--- src/rtl/alu_arbiter.sv ---
`default_nettype none
// ============================================================================
// Module   : alu_arbiter
// Purpose  : Round-robin arbiter that lends a shared external ALU to two
//            requesters, one operation in flight, with a buffered response.
// Revision : 1.0 - initial release
// ============================================================================
module alu_arbiter #(
    parameter logic [5:0] OPC_MAX = 6'b010000
) (
    input  logic        clk,
    input  logic        reset,
    input  logic        req0_valid,
    output logic        req0_ready,
    input  logic [5:0]  req0_opcode,
    input  logic [31:0] req0_a,
    input  logic [31:0] req0_b,
    input  logic        req1_valid,
    output logic        req1_ready,
    input  logic [5:0]  req1_opcode,
    input  logic [31:0] req1_a,
    input  logic [31:0] req1_b,
    output logic        rsp_valid,
    input  logic        rsp_ready,
    output logic        rsp_id,
    output logic [31:0] rsp_result,
    output logic        rsp_zero,
    output logic        rsp_ovf,
    output logic        rsp_err,
    output logic [5:0]  alu_opcode,
    output logic [31:0] alu_opnd1,
    output logic [31:0] alu_opnd2,
    input  logic [31:0] alu_out,
    input  logic        alu_zero,
    input  logic        alu_ovf
);

    localparam logic [1:0] S_IDLE = 2'd0;
    localparam logic [1:0] S_EXEC = 2'd1;
    localparam logic [1:0] S_RESP = 2'd2;

    logic [1:0]  r_state;
    logic [1:0]  w_state_nxt;
    logic        r_ptr;
    logic [5:0]  r_opc;
    logic [31:0] r_a;
    logic [31:0] r_b;
    logic        r_id;
    logic        r_rsp_id;
    logic [31:0] r_rsp_result;
    logic        r_rsp_zero;
    logic        r_rsp_ovf;
    logic        r_rsp_err;

    logic        w_grant_id;
    logic        w_accept;
    logic        w_illegal;
    logic [5:0]  w_sel_opc;
    logic [31:0] w_sel_a;
    logic [31:0] w_sel_b;

    // On a tie the requester that did not win last time gets the grant.
    assign w_grant_id = (req0_valid & req1_valid) ? ~r_ptr : req1_valid;
    assign w_accept   = (r_state == S_IDLE) & (req0_valid | req1_valid) & ~reset;
    assign w_sel_opc  = w_grant_id ? req1_opcode : req0_opcode;
    assign w_sel_a    = w_grant_id ? req1_a      : req0_a;
    assign w_sel_b    = w_grant_id ? req1_b      : req0_b;
    assign w_illegal  = (r_opc > OPC_MAX);

    always_ff @(posedge clk) begin
        if (reset) begin
            r_state <= S_IDLE;
        end else begin
            r_state <= w_state_nxt;
        end
    end

    always_comb begin
        w_state_nxt = r_state;
        case (r_state)
            S_IDLE:  if (w_accept) w_state_nxt = S_EXEC;
            S_EXEC:  w_state_nxt = S_RESP;
            S_RESP:  if (rsp_ready) w_state_nxt = S_IDLE;
            default: w_state_nxt = S_IDLE;
        endcase
    end

    always_comb begin
        req0_ready = 1'b0;
        req1_ready = 1'b0;
        rsp_valid  = 1'b0;
        case (r_state)
            S_IDLE: begin
                req0_ready = req0_valid & ~w_grant_id & ~reset;
                req1_ready = req1_valid &  w_grant_id & ~reset;
            end
            S_RESP:  rsp_valid = 1'b1;
            default: ;
        endcase
    end

    always_ff @(posedge clk) begin
        if (reset) begin
            r_ptr        <= 1'b1;
            r_opc        <= '0;
            r_a          <= '0;
            r_b          <= '0;
            r_id         <= 1'b0;
            r_rsp_id     <= 1'b0;
            r_rsp_result <= '0;
            r_rsp_zero   <= 1'b0;
            r_rsp_ovf    <= 1'b0;
            r_rsp_err    <= 1'b0;
        end else begin
            if (w_accept) begin
                r_ptr <= w_grant_id;
                r_id  <= w_grant_id;
                r_opc <= w_sel_opc;
                r_a   <= w_sel_a;
                r_b   <= w_sel_b;
            end
            // Illegal opcodes still take the EXEC slot but report a clean error.
            if (r_state == S_EXEC) begin
                r_rsp_id     <= r_id;
                r_rsp_result <= w_illegal ? 32'd0 : alu_out;
                r_rsp_zero   <= ~w_illegal & alu_zero;
                r_rsp_ovf    <= ~w_illegal & alu_ovf;
                r_rsp_err    <= w_illegal;
            end
        end
    end

    assign alu_opcode = r_opc;
    assign alu_opnd1  = r_a;
    assign alu_opnd2  = r_b;
    assign rsp_id     = r_rsp_id;
    assign rsp_result = r_rsp_result;
    assign rsp_zero   = r_rsp_zero;
    assign rsp_ovf    = r_rsp_ovf;
    assign rsp_err    = r_rsp_err;

endmodule
`default_nettype wire

--- config.mk ---
export PLATFORM = sky130hd
export DESIGN_NAME = alu_arbiter
export DESIGN_NICKNAME = d
export VERILOG_FILES = /design/src/rtl/alu_arbiter.sv
export SDC_FILE = /design/constraint.sdc
export NUM_CORES = 1
export LEC_CHECK = 0
export CORE_MARGIN = 4
export CORE_UTILIZATION = 42
export CTS_CLUSTER_SIZE = 12
export DETAILED_ROUTE_END_ITERATION = 8
export GPL_TIMING_DRIVEN = 0
export PLACE_DENSITY_LB_ADDON = 0.3
export SLEW_MARGIN = 20
export SYNTH_ARGS = -nofsm -noshare
export SYNTH_HDL_FRONTEND = slang
export SYNTH_SLANG_ARGS = --single-unit
--- constraint.sdc ---
create_clock -name clk -period 3.2 [get_ports clk]
set_input_delay 0.8 -clock clk [delete_from_list [all_inputs] [get_ports clk]]
set_output_delay 0.8 -clock clk [all_outputs]
set_load 0.03 [all_outputs]
# Word-level counts from Yosys, hierarchy flattened
# Cells that the tools add are included.
[word_totals]
register_bits = 110
out_inout_bits = 109
wordCells = 43
[op_classes]
n_lt_le_gt_ge = 1
eq_ne = 4
mux = 11
n_bitwise = 14
reduce_logical = 2
[ops]
columns = ["cell", "count"]
rows = [
  ["$mux W32", 3],
  ["$and A1 B1 Y1", 9],
  ["$gt A6 B5 Y1 const B", 1],
  ["$mux W6", 1],
  ["$pmux W2 S3", 1],
  ["$mux W1", 4],
  ["$mux W2", 2],
  ["$ne A2 B2 Y1 const B", 2],
  ["$not A1 Y1", 4],
  ["$eq A2 B1 Y1 const B", 1],
  ["$eq A2 B2 Y1 const B", 1],
  ["$logic_not A2 Y1", 1],
  ["$reduce_and A2 Y1", 1],
  ["$or A1 B1 Y1", 1],
]

# Longest topological paths before layout
# Gate-level depths: netlist (run 1).
[depth]
word_depth = 6
ltp_mapped = 5
depth_no_buf = 3

# Worst setup path after synthesis (run 1)
# No wires, ideal clock.
[synth_timing]
path_type = "input-to-output"
startpoint = "input port req1_valid"
endpoint = "output port req0_ready"
arrival_time_ns = 1.690
t_required_ns = 2.400
path_slack_ns = 0.710
path_stages = 4
n_path_buf = 2
path_cell_list = "a21boi_0 > buf_2 > buf_4 > nor2_1"
[synth_between]
elab_chain_len = 6
[synth_rtl]
columns = ["item", "line", "rtl"]
rows = [
  ["from (decl)", "18", "input logic req1_valid,"],
  ["$and A1 B1 Y1", "63", "assign w_grant_id = (req0_valid & req1_valid) ? ~r_ptr : req1_valid;"],
  ["$mux W1 (*)", "63", ""],
  ["$not A1 Y1 (*)", "94", "req0_ready = req0_valid & ~w_grant_id & ~reset;"],
  ["$and A1 B1 Y1 (*) (2 in a row)", "94", ""],
  ["$mux W1 (*)", "92", "case (r_state)"],
  ["to (decl)", "14", "output logic req0_ready,"],
]
# Every way passes the cells marked *; elsewhere a longest branch is shown, timed or not.

# Final worst setup path (run 1)
[layout_timing]
startpoint = "input port reset"
endpoint = "output port req0_ready"
[layout_between]
elab_chain_len = 3
[layout_rtl]
columns = ["item", "line", "rtl"]
rows = [
  ["from (decl)", "12", "input logic reset,"],
  ["$not A1 Y1", "94", ""],
  ["$and A1 B1 Y1", "94", ""],
  ["$mux W1", "92", ""],
]
# No other way between the ends.

==> results of run 1 <==
==> power by group through the flow <==
stage	Clock, mW	Combinational (mW)	Sequential, mW
2_1_floorplan	0	0.405	1.90
3_3_place_gp	0	1.28	1.63
3_5_place_dp	0	1.31	1.64
4_1_cts	1.26	1.31	1.61
5_1_grt	1.33	1.38	1.63
6_report	1.25	1.31	1.61
==> final timing paths <==
path	from	end	slack (ps)	depth (start not counted)
worst max register to register	r_state[1]$_SDFFE_PP0P_	alu_opnd1[16]$_SDFFE_PP0P_	1400	5
worst min register to register	rsp_result[22]$_SDFFE_PP0N_	rsp_result[22]$_SDFFE_PP0N_	450	2
worst max-delay path	reset	req0_ready	170	5
worst min-delay path	rsp_result[22]$_SDFFE_PP0N_	rsp_result[22]$_SDFFE_PP0N_	450	2
==> state kept, by name, indices dropped and copies added (netlist names) <==
name        flops
rsp_result     32
rsp_ovf         1
r_state         2
r_id            1
alu_opnd2      32
alu_opnd1      32
r_ptr           1
alu_opcode      6
rsp_zero        1
rsp_id          1
rsp_err         1
==> repair_timing <==
action,4_1_cts,5_1_grt
buffers inserted,0,2
gates cloned,0,0
gates resized for setup,5,2
setup endpoints to repair,2,2
endpoints found under the hold margin,0,0
hold buffers,0,0
==> logic make-up (layout without fill, tap and decap cells) <==
kind of cell | Yosys count | after routing | share of synthesized area (%)
AOI/OAI and AO/OA | 42 | 42 | 4.89
and+or+nand+nor | 156 | 156 | 18.8
buffers and inverters | 42 | 346 | 4.84
muxes | 140 | 140 | 27.8
DFF | 110 | 110 | 43.7
==> metal layers <==
| layer | routed length, microns | share of wire [%] |
|---|---|---|
| met2 | 9010 | 53 |
| met3 | 1170 | 6.9 |
| met1 | 6410 | 38 |
| met5 | 0 | 0 |
| met4 | 437 | 2.6 |
==> critical path, delay by kind of cell <==
kind / cells / cell delay [ps]
buf+inv: 2 / 920
simple gates: 3 / 490
==> synth_stat cells <==
cell type    n
mux2i_1    140
dfxtp_1    110
nand2b_1    71
nand2_1     39
a21oi_1     37
nand4b_1    34
buf_4       14
clkbuf_1    14
buf_2        9
nor2_1       5
nor2b_1      4
buf_6        3
buf_1        2
a211oi_1     1
a21boi_0     1
a221o_1      1
and2_1       1
nor3_1       1
o41ai_1      1
o41ai_4      1
or2b_1       1
==> per-stage QoR <==
step                std cells  cell area (sq um)  setup TNS (ps)  setup slack (ps)
floorplan                 490               5040               0               710
global placement          920               8100            -854              -504
detailed placement        920               8100            -979              -554
CTS                       935               8430               0             0.191
global route              937               8450               0              36.4
finish                    937               8450               0               173
==> layout make-up <==
| class | instances | area [sq um] | area share [%] |
|---|---|---|---|
| Buffer | 41 | 245 | 2.90 |
| Clock buffer | 13 | 270 | 3.20 |
| Clock inverter | 3 | 65.1 | 0.770 |
| Multi-Input combinational cell | 338 | 2600 | 30.8 |
| Sequential cell | 110 | 2200 | 26.1 |
| Tap cell | 143 | 179 | 2.12 |
| Timing Repair Buffer | 289 | 2890 | 34.2 |
==> flow_summary.json, run 1 <==
{
  "final_util_pct": 73.0,
  "drtAntennaViolNets": 0,
  "hp-class": "reg2reg",
  "place.gp.congestion": 0.814,
  "rows": 39,
  "first_pass_iters": 4,
  "yosys.cell_types.count": 21,
  "finalSetupViolations": 0,
  "initial_utilization_pct": 43.6,
  "worstMarginPinSlew_ps": 689,
  "busiest_layer": "met2",
  "syn-num-nets": 669,
  "clk_latency_ps": 350,
  "num_vias": 4755,
  "whs_ps": 455,
  "place_hpwl_mm": 13.5,
  "power_frac_comb_pct": 31.4,
  "nNetsFinal": 968,
  "power_frac_seq_pct": 38.6,
  "yosysTopAreaCell": "dfxtp_1",
  "seq_area_frac_synth_pct": 43.7,
  "arrival_ps": 2230,
  "grt_max_degree": 20,
  "synth_top_area_share_pct": 43.7,
  "cts-root-buf": "clkbuf_16",
  "clock_path_buffers": 2,
  "maxCapViolCount": 0,
  "cts-htree-levels": 3,
  "crit_required_ps": 2400,
  "wire_per_inst_microns": 18.2,
  "relSlewSlack_pct": 53.9,
  "crit_chain": "clkdlybuf4s50_1 -> nor3_1 -> nand2_1 -> nor2_1 -> dlygate4sd2_1",
  "syn-cell-area_sq_um": 5040,
  "cts_tree": "done",
  "drc": 0,
  "rsz0062_at_grt": "no",
  "fin_crit_sh_pct": 94.6,
  "p_per_area_nw_per_um2": 493,
  "p_clk_share_pct": 30.0,
  "end_kind": "output pin",
  "io_pins": 288,
  "p_sw_mw": 1.25,
  "die-area_sq_um": 13800,
  "worstPathMaxFanout": 3,
  "grtUsageTotal_pct": 24.0,
  "ir_drop_mv": 0.285,
  "power.leakage_nw": 3.17,
  "grt_pass1_vias": 5091,
  "cts_made_buffers": 9,
  "finalHoldViolCount": 0,
  "worstSetupPathType": "in2out",
  "ys_ff_latch": 110,
  "max_freq_ghz": 0.330,
  "internal-power_mw": 2.91,
  "cts.sinks": 110,
  "die_x_microns": 118,
  "synth_warnings": 0,
  "crit_path_start_kind": "input pin",
  "avgSynthCellArea_sq_um": 10.3,
  "finalPower_mw": 4.16,
  "mostFrequentLayoutCells": "clkdlybuf4s50_1 (285), mux2i_1 (140), dfxtp_1 (110)",
  "slew_viol_final": 0,
  "slowest_delay_ps": 480,
  "cp_slowest_cell": "clkdlybuf4s50_1",
  "finClkSkew_ps": 5.04,
  "ys_top_cells_by_area": "dfxtp_1 (44%), mux2i_1 (28%), nand2b_1 (8.8%)",
  "clk_pin_slew_ps": 70,
  "drt-total-wl_mm": 17.0,
  "die-height_microns": 118,
  "status": "complete, no violations",
  "antenna_found_initial": 0,
  "antenna_cells": 0,
  "grtUsageMet2_pct": 44.0,
  "grt_overflow": 0,
  "n_fill_cell": 857,
  "drive_gt1_share_pct": 5.54,
  "post_drt_via_cell_ratio": 5.07,
  "drt_iter0_drc": 238,
  "syn2layout_area_growth_pct": 67.5,
  "gr-usage-met3_pct": 8.84,
  "syn_inst": 490,
  "use_met1_pct": 25.4,
  "port-buffer-count": 287,
  "swShare_pct": 30.0,
  "core_sq_um": 11600,
  "grt_pass1_wl_mm": 26.6,
  "layout_commonest_cell": "clkdlybuf4s50_1",
  "period_minus_slack_ps": 3030
}
(Power assumes the default switching activity.)
==> run 2: changes to the inputs <==
Settings changed: CTS_CLUSTER_SIZE 12 to 20, GPL_TIMING_DRIVEN 0 to not set, PLACE_DENSITY set to 0.95, PLACE_DENSITY_LB_ADDON 0.3 to not set.
==> flow_summary.json, run 2 (same netlist as run 1, synthesis figures left out) <==
{
  "status": "complete, no violations",
  "finalPower_mw": 3.92,
  "n_fill_cell": 842,
  "finalSetupViolations": 0,
  "drc": 0,
  "cts-htree-levels": 3,
  "worstPathMaxFanout": 4,
  "nNetsFinal": 933,
  "ctsHoldBuffers": 0,
  "post_drt_via_cell_ratio": 5.15,
  "drt_iter0_drc": 289,
  "p_per_area_nw_per_um2": 477,
  "fin_crit_sh_pct": 96.3,
  "layout_commonest_cell": "clkdlybuf4s50_1",
  "whs_ps": 457,
  "worstSetupPathType": "in2out",
  "fin_setup_tns_ps": 0,
  "ir_drop_mv": 0.276,
  "antenna_found_initial": 0,
  "grt_overflow": 0,
  "syn2layout_area_growth_pct": 62.9,
  "grt_pass1_vias": 5005,
  "drive_gt1_share_pct": 3.82,
  "place.gp.congestion": 0.773,
  "power.leakage_nw": 3.03,
  "die_x_microns": 118,
  "maxCapViolCount": 0,
  "multi_input_area_sq_um": 2620,
  "worstMarginPinSlew_ps": 929,
  "slew_viol_final": 0,
  "crit_path_start_kind": "input pin",
  "first_pass_iters": 4,
  "initial_utilization_pct": 43.6,
  "clk_pin_slew_ps": 80,
  "finalHoldViolCount": 0,
  "core_sq_um": 11600,
  "cts.sinks": 110,
  "die-area_sq_um": 13800,
  "grt_pass1_wl_mm": 25.5,
  "clock_path_buffers": 2,
  "max_freq_ghz": 0.324,
  "die-height_microns": 118,
  "drtAntennaViolNets": 0,
  "port-buffer-count": 287,
  "ff_latch_area_sq_um": 2200,
  "arrival_ps": 2280,
  "cts_resized": 0,
  "period_minus_slack_ps": 3080,
  "place_hpwl_mm": 12.0,
  "mostFrequentLayoutCells": "clkdlybuf4s50_1 (285), mux2i_1 (140), dfxtp_1 (110)",
  "clk_latency_ps": 350,
  "hp-class": "reg2reg",
  "cts_made_buffers": 9,
  "wire_per_inst_microns": 17.7,
  "rows": 39,
  "finClkSkew_ps": 11.8,
  "grt_max_degree": 110,
  "relSlewSlack_pct": 38.0,
  "io_pins": 288,
  "cts-root-buf": "clkbuf_16",
  "antenna_cells": 0,
  "end_kind": "output pin",
  "crit_required_ps": 2400,
  "cts_setup_buffers": 0,
  "grtUsageTotal_pct": 22.6,
  "drt-total-wl_mm": 16.0,
  "cts_tree": "done",
  "rsz0062_at_grt": "no",
  "num_vias": 4647
}
[run 2: metal layers]
layer / wire (microns) / part of all wire, % / vias up / global-route usage, %
li1: - / - / 2236 / -
met1: 6040 / 38 / 2155 / 24.0
met2: 8080 / 50 / 203 / 40.5
met3: 1140 / 7.1 / 53 / 6.63
met4: 743 / 4.6 / 0 / 12.1
met5: 0 / 0 / - / 0
[run 2: where the power goes]
part	switching, mW	total, mW	internal, mW
Combinational	0.645	1.27	0.626
Clock	0.513	1.05	0.535
Sequential	0.0883	1.60	1.52
Total	1.25	3.92	2.68
[run 2: layout make-up]
| cell class | instances | share of cell area [%] |
|---|---|---|
| Clock buffer | 10 | 2.79 |
| Clock inverter | 6 | 0.594 |
| Tap cell | 143 | 2.18 |
| Timing Repair Buffer | 295 | 35.8 |
| Multi-Input combinational cell | 338 | 31.9 |
| Sequential cell | 110 | 26.8 |
[run 2: per-stage QoR]
step / worst slack (ps) / util (%) / area (sq um) / instances
after CTS: 117 / 71.0 / 8220 / 902
after global routing: 46.4 / 71.0 / 8220 / 902
after global placement: 160 / 68.6 / 7940 / 886
final: 117 / 71.0 / 8220 / 902
after floorplan: 710 / - / 5040 / 490
after detailed placement: 122 / 68.6 / 7940 / 886
[run 2: final timing paths]
path / from / endpoint / slack, ps / cells after the start
setup / recovery: req0_valid / req0_ready / 120 / 4
hold / removal: rsp_result[3]$_SDFFE_PP0N_ / rsp_result[3]$_SDFFE_PP0N_ / 460 / 2
setup reg to reg: r_state[1]$_SDFFE_PP0P_ / alu_opnd2[1]$_SDFFE_PP0P_ / 1320 / 4
hold reg to reg: rsp_result[3]$_SDFFE_PP0N_ / rsp_result[3]$_SDFFE_PP0N_ / 460 / 2
[run 2: worst max-delay path: stages]
cell	delay [ps]
clkdlybuf4s50_1	580
a21boi_4	100
nor2_1	120
clkdlybuf4s50_1	680
==> run 3: changes to the inputs <==
Settings changed: CORE_MARGIN 4 to 2.
==> flow_summary.json, run 3 (same netlist as run 1, synthesis figures left out) <==
{
  "crit_required_ps": 2400,
  "antenna_found_initial": 0,
  "clk_latency_ps": 340,
  "cts_tree": "done",
  "cts-htree-levels": 3,
  "relSlewSlack_pct": 63.0,
  "end_kind": "output pin",
  "grt_pass1_vias": 4846,
  "swShare_pct": 31.1,
  "cts_made_buffers": 9,
  "drive_gt1_share_pct": 3.81,
  "clk_pin_slew_ps": 70,
  "crit_chain": "clkdlybuf4s50_1 -> a21boi_4 -> clkbuf_16 -> and2_1 -> buf_4",
  "fin_crit_sh_pct": 97.2,
  "crit_buf_inv": 3,
  "grtUsageTotal_pct": 22.8,
  "ir_drop_mv": 0.226,
  "drtAntennaViolNets": 0,
  "first_pass_iters": 4,
  "drt_iter0_drc": 306,
  "finalSetupViolations": 0,
  "maxCapViolCount": 0,
  "slowest_delay_ps": 510,
  "final_cell_area_sq_um": 8250,
  "place.gp.congestion": 0.844,
  "io_pins": 288,
  "cts-root-buf": "clkbuf_16",
  "layout_commonest_cell": "clkdlybuf4s50_1",
  "antenna_cells": 0,
  "postPlaceCellArea_sq_um": 7970,
  "n_fill_cell": 862,
  "p_clk_share_pct": 26.6,
  "worstMarginPinSlew_ps": 555,
  "worstPathMaxFanout": 72,
  "holdPathStages": 2,
  "r2r_cells": 5,
  "grt_overflow": 0,
  "syn2layout_area_growth_pct": 63.5,
  "port-buffer-count": 287,
  "finalHoldViolCount": 0,
  "die-height_microns": 114,
  "arrival_ps": 2310,
  "power_frac_comb_pct": 32.4,
  "holdPathEnd": "rsp_result[10]$_SDFFE_PP0N_",
  "drt-total-wl_mm": 15.4,
  "rsz0062_at_grt": "no",
  "internal-power_mw": 2.70,
  "period_minus_slack_ps": 3110,
  "post_drt_via_cell_ratio": 5.12,
  "crit_path_start_kind": "input pin",
  "worstHoldStart": "rsp_result[10]$_SDFFE_PP0N_",
  "rows": 40,
  "num_vias": 4646,
  "cts_setup_buffers": 0,
  "hp-class": "reg2reg",
  "wire_per_inst_microns": 17.0,
  "cts.sinks": 110,
  "grt_pass1_wl_mm": 23.6,
  "die-area_sq_um": 12900,
  "cp_slowest_cell": "clkdlybuf4s50_1",
  "rrSetupSlack_ps": 1440,
  "r2r_start": "r_state[1]$_SDFFE_PP0P_",
  "die_x_microns": 114,
  "status": "complete, no violations",
  "power_frac_seq_pct": 41.0,
  "clock_path_buffers": 2,
  "fin_setup_tns_ps": 0,
  "finalPower_mw": 3.92,
  "r2r_end": "alu_opnd2[21]$_SDFFE_PP0P_",
  "place_hpwl_mm": 11.4,
  "finClkSkew_ps": 5.50,
  "mostFrequentLayoutCells": "clkdlybuf4s50_1 (285), mux2i_1 (140), dfxtp_1 (110)",
  "slew_viol_final": 0,
  "p_per_area_nw_per_um2": 475,
  "power.leakage_nw": 3.04,
  "max_freq_ghz": 0.321,
  "p_sw_mw": 1.22,
  "worstSetupPathType": "in2out",
  "nNetsFinal": 935,
  "grt_max_degree": 73,
  "cts_resized": 0,
  "ctsHoldBuffers": 0,
  "initial_utilization_pct": 42.5,
  "core_sq_um": 11900,
  "crit_family": "buffers and inverters",
  "drc": 0
}
[run 3: cell types whose count changed in the layout (fill, tap and decap cells not counted), sizes merged]
cell	change
clkinv	-5
clkbuf	+4
buf	+1
clkinvlp	+2
[run 3: worst max-delay path by stage]
stage / from / to / slack, ps / depth (start not counted)
3_5_place_dp: req0_valid / req1_ready / 30 / 5
6_report: req0_valid / req1_ready / 90 / 5
5_1_grt: req0_valid / req1_ready / 5 / 5
3_3_place_gp: req0_valid / req1_ready / 110 / 5
2_1_floorplan: req1_valid / req0_ready / 710 / 4
4_1_cts: req0_valid / req1_ready / 20 / 5
[run 3: power by group through the flow]
stage          Clock (mW)  Combinational [mW]  Sequential, mW
6_report             1.04                1.27            1.60
5_1_grt              1.12                1.34            1.62
4_1_cts              1.07                1.28            1.61
3_5_place_dp            0                1.27            1.63
3_3_place_gp            0                1.24            1.62
2_1_floorplan           0               0.405            1.90
[run 3: worst register-to-register path: stages, from the launching register on]
cell     delay (ps)
dfxtp_1         360
nor3_1          300
buf_4           170
nor2b_4         170
buf_4           410
mux2i_1         280
[run 3: metrics by stage]
stage,instances,utilization (%),hold slack [ps],setup WS (ps)
after floorplan,490,-,432,710
after global placement,892,67.2,441,113
after detailed placement,892,67.2,449,27.8
after CTS,908,69.5,458,21.0
after global routing,908,69.5,472,4.64
final,908,69.5,456,89.1
[run 3: layout make-up]
type	instances	area (sq um)	area share (%)
repair buffers	297	2970	36.0
well taps	147	184	2.23
clock buffers	13	250	3.03
clock inverters	3	20.0	0.243
multi-input cells	338	2620	31.8
flip-flops and latches	110	2200	26.7
[run 3: metal layers]
layer	GRT usage [%]	up-vias	share of wire, %
met3	5.15	27	7.2
met2	42.6	195	52
met5	0	-	0
met4	8.21	0	2.2
met1	25.3	2187	39
li1	-	2237	-
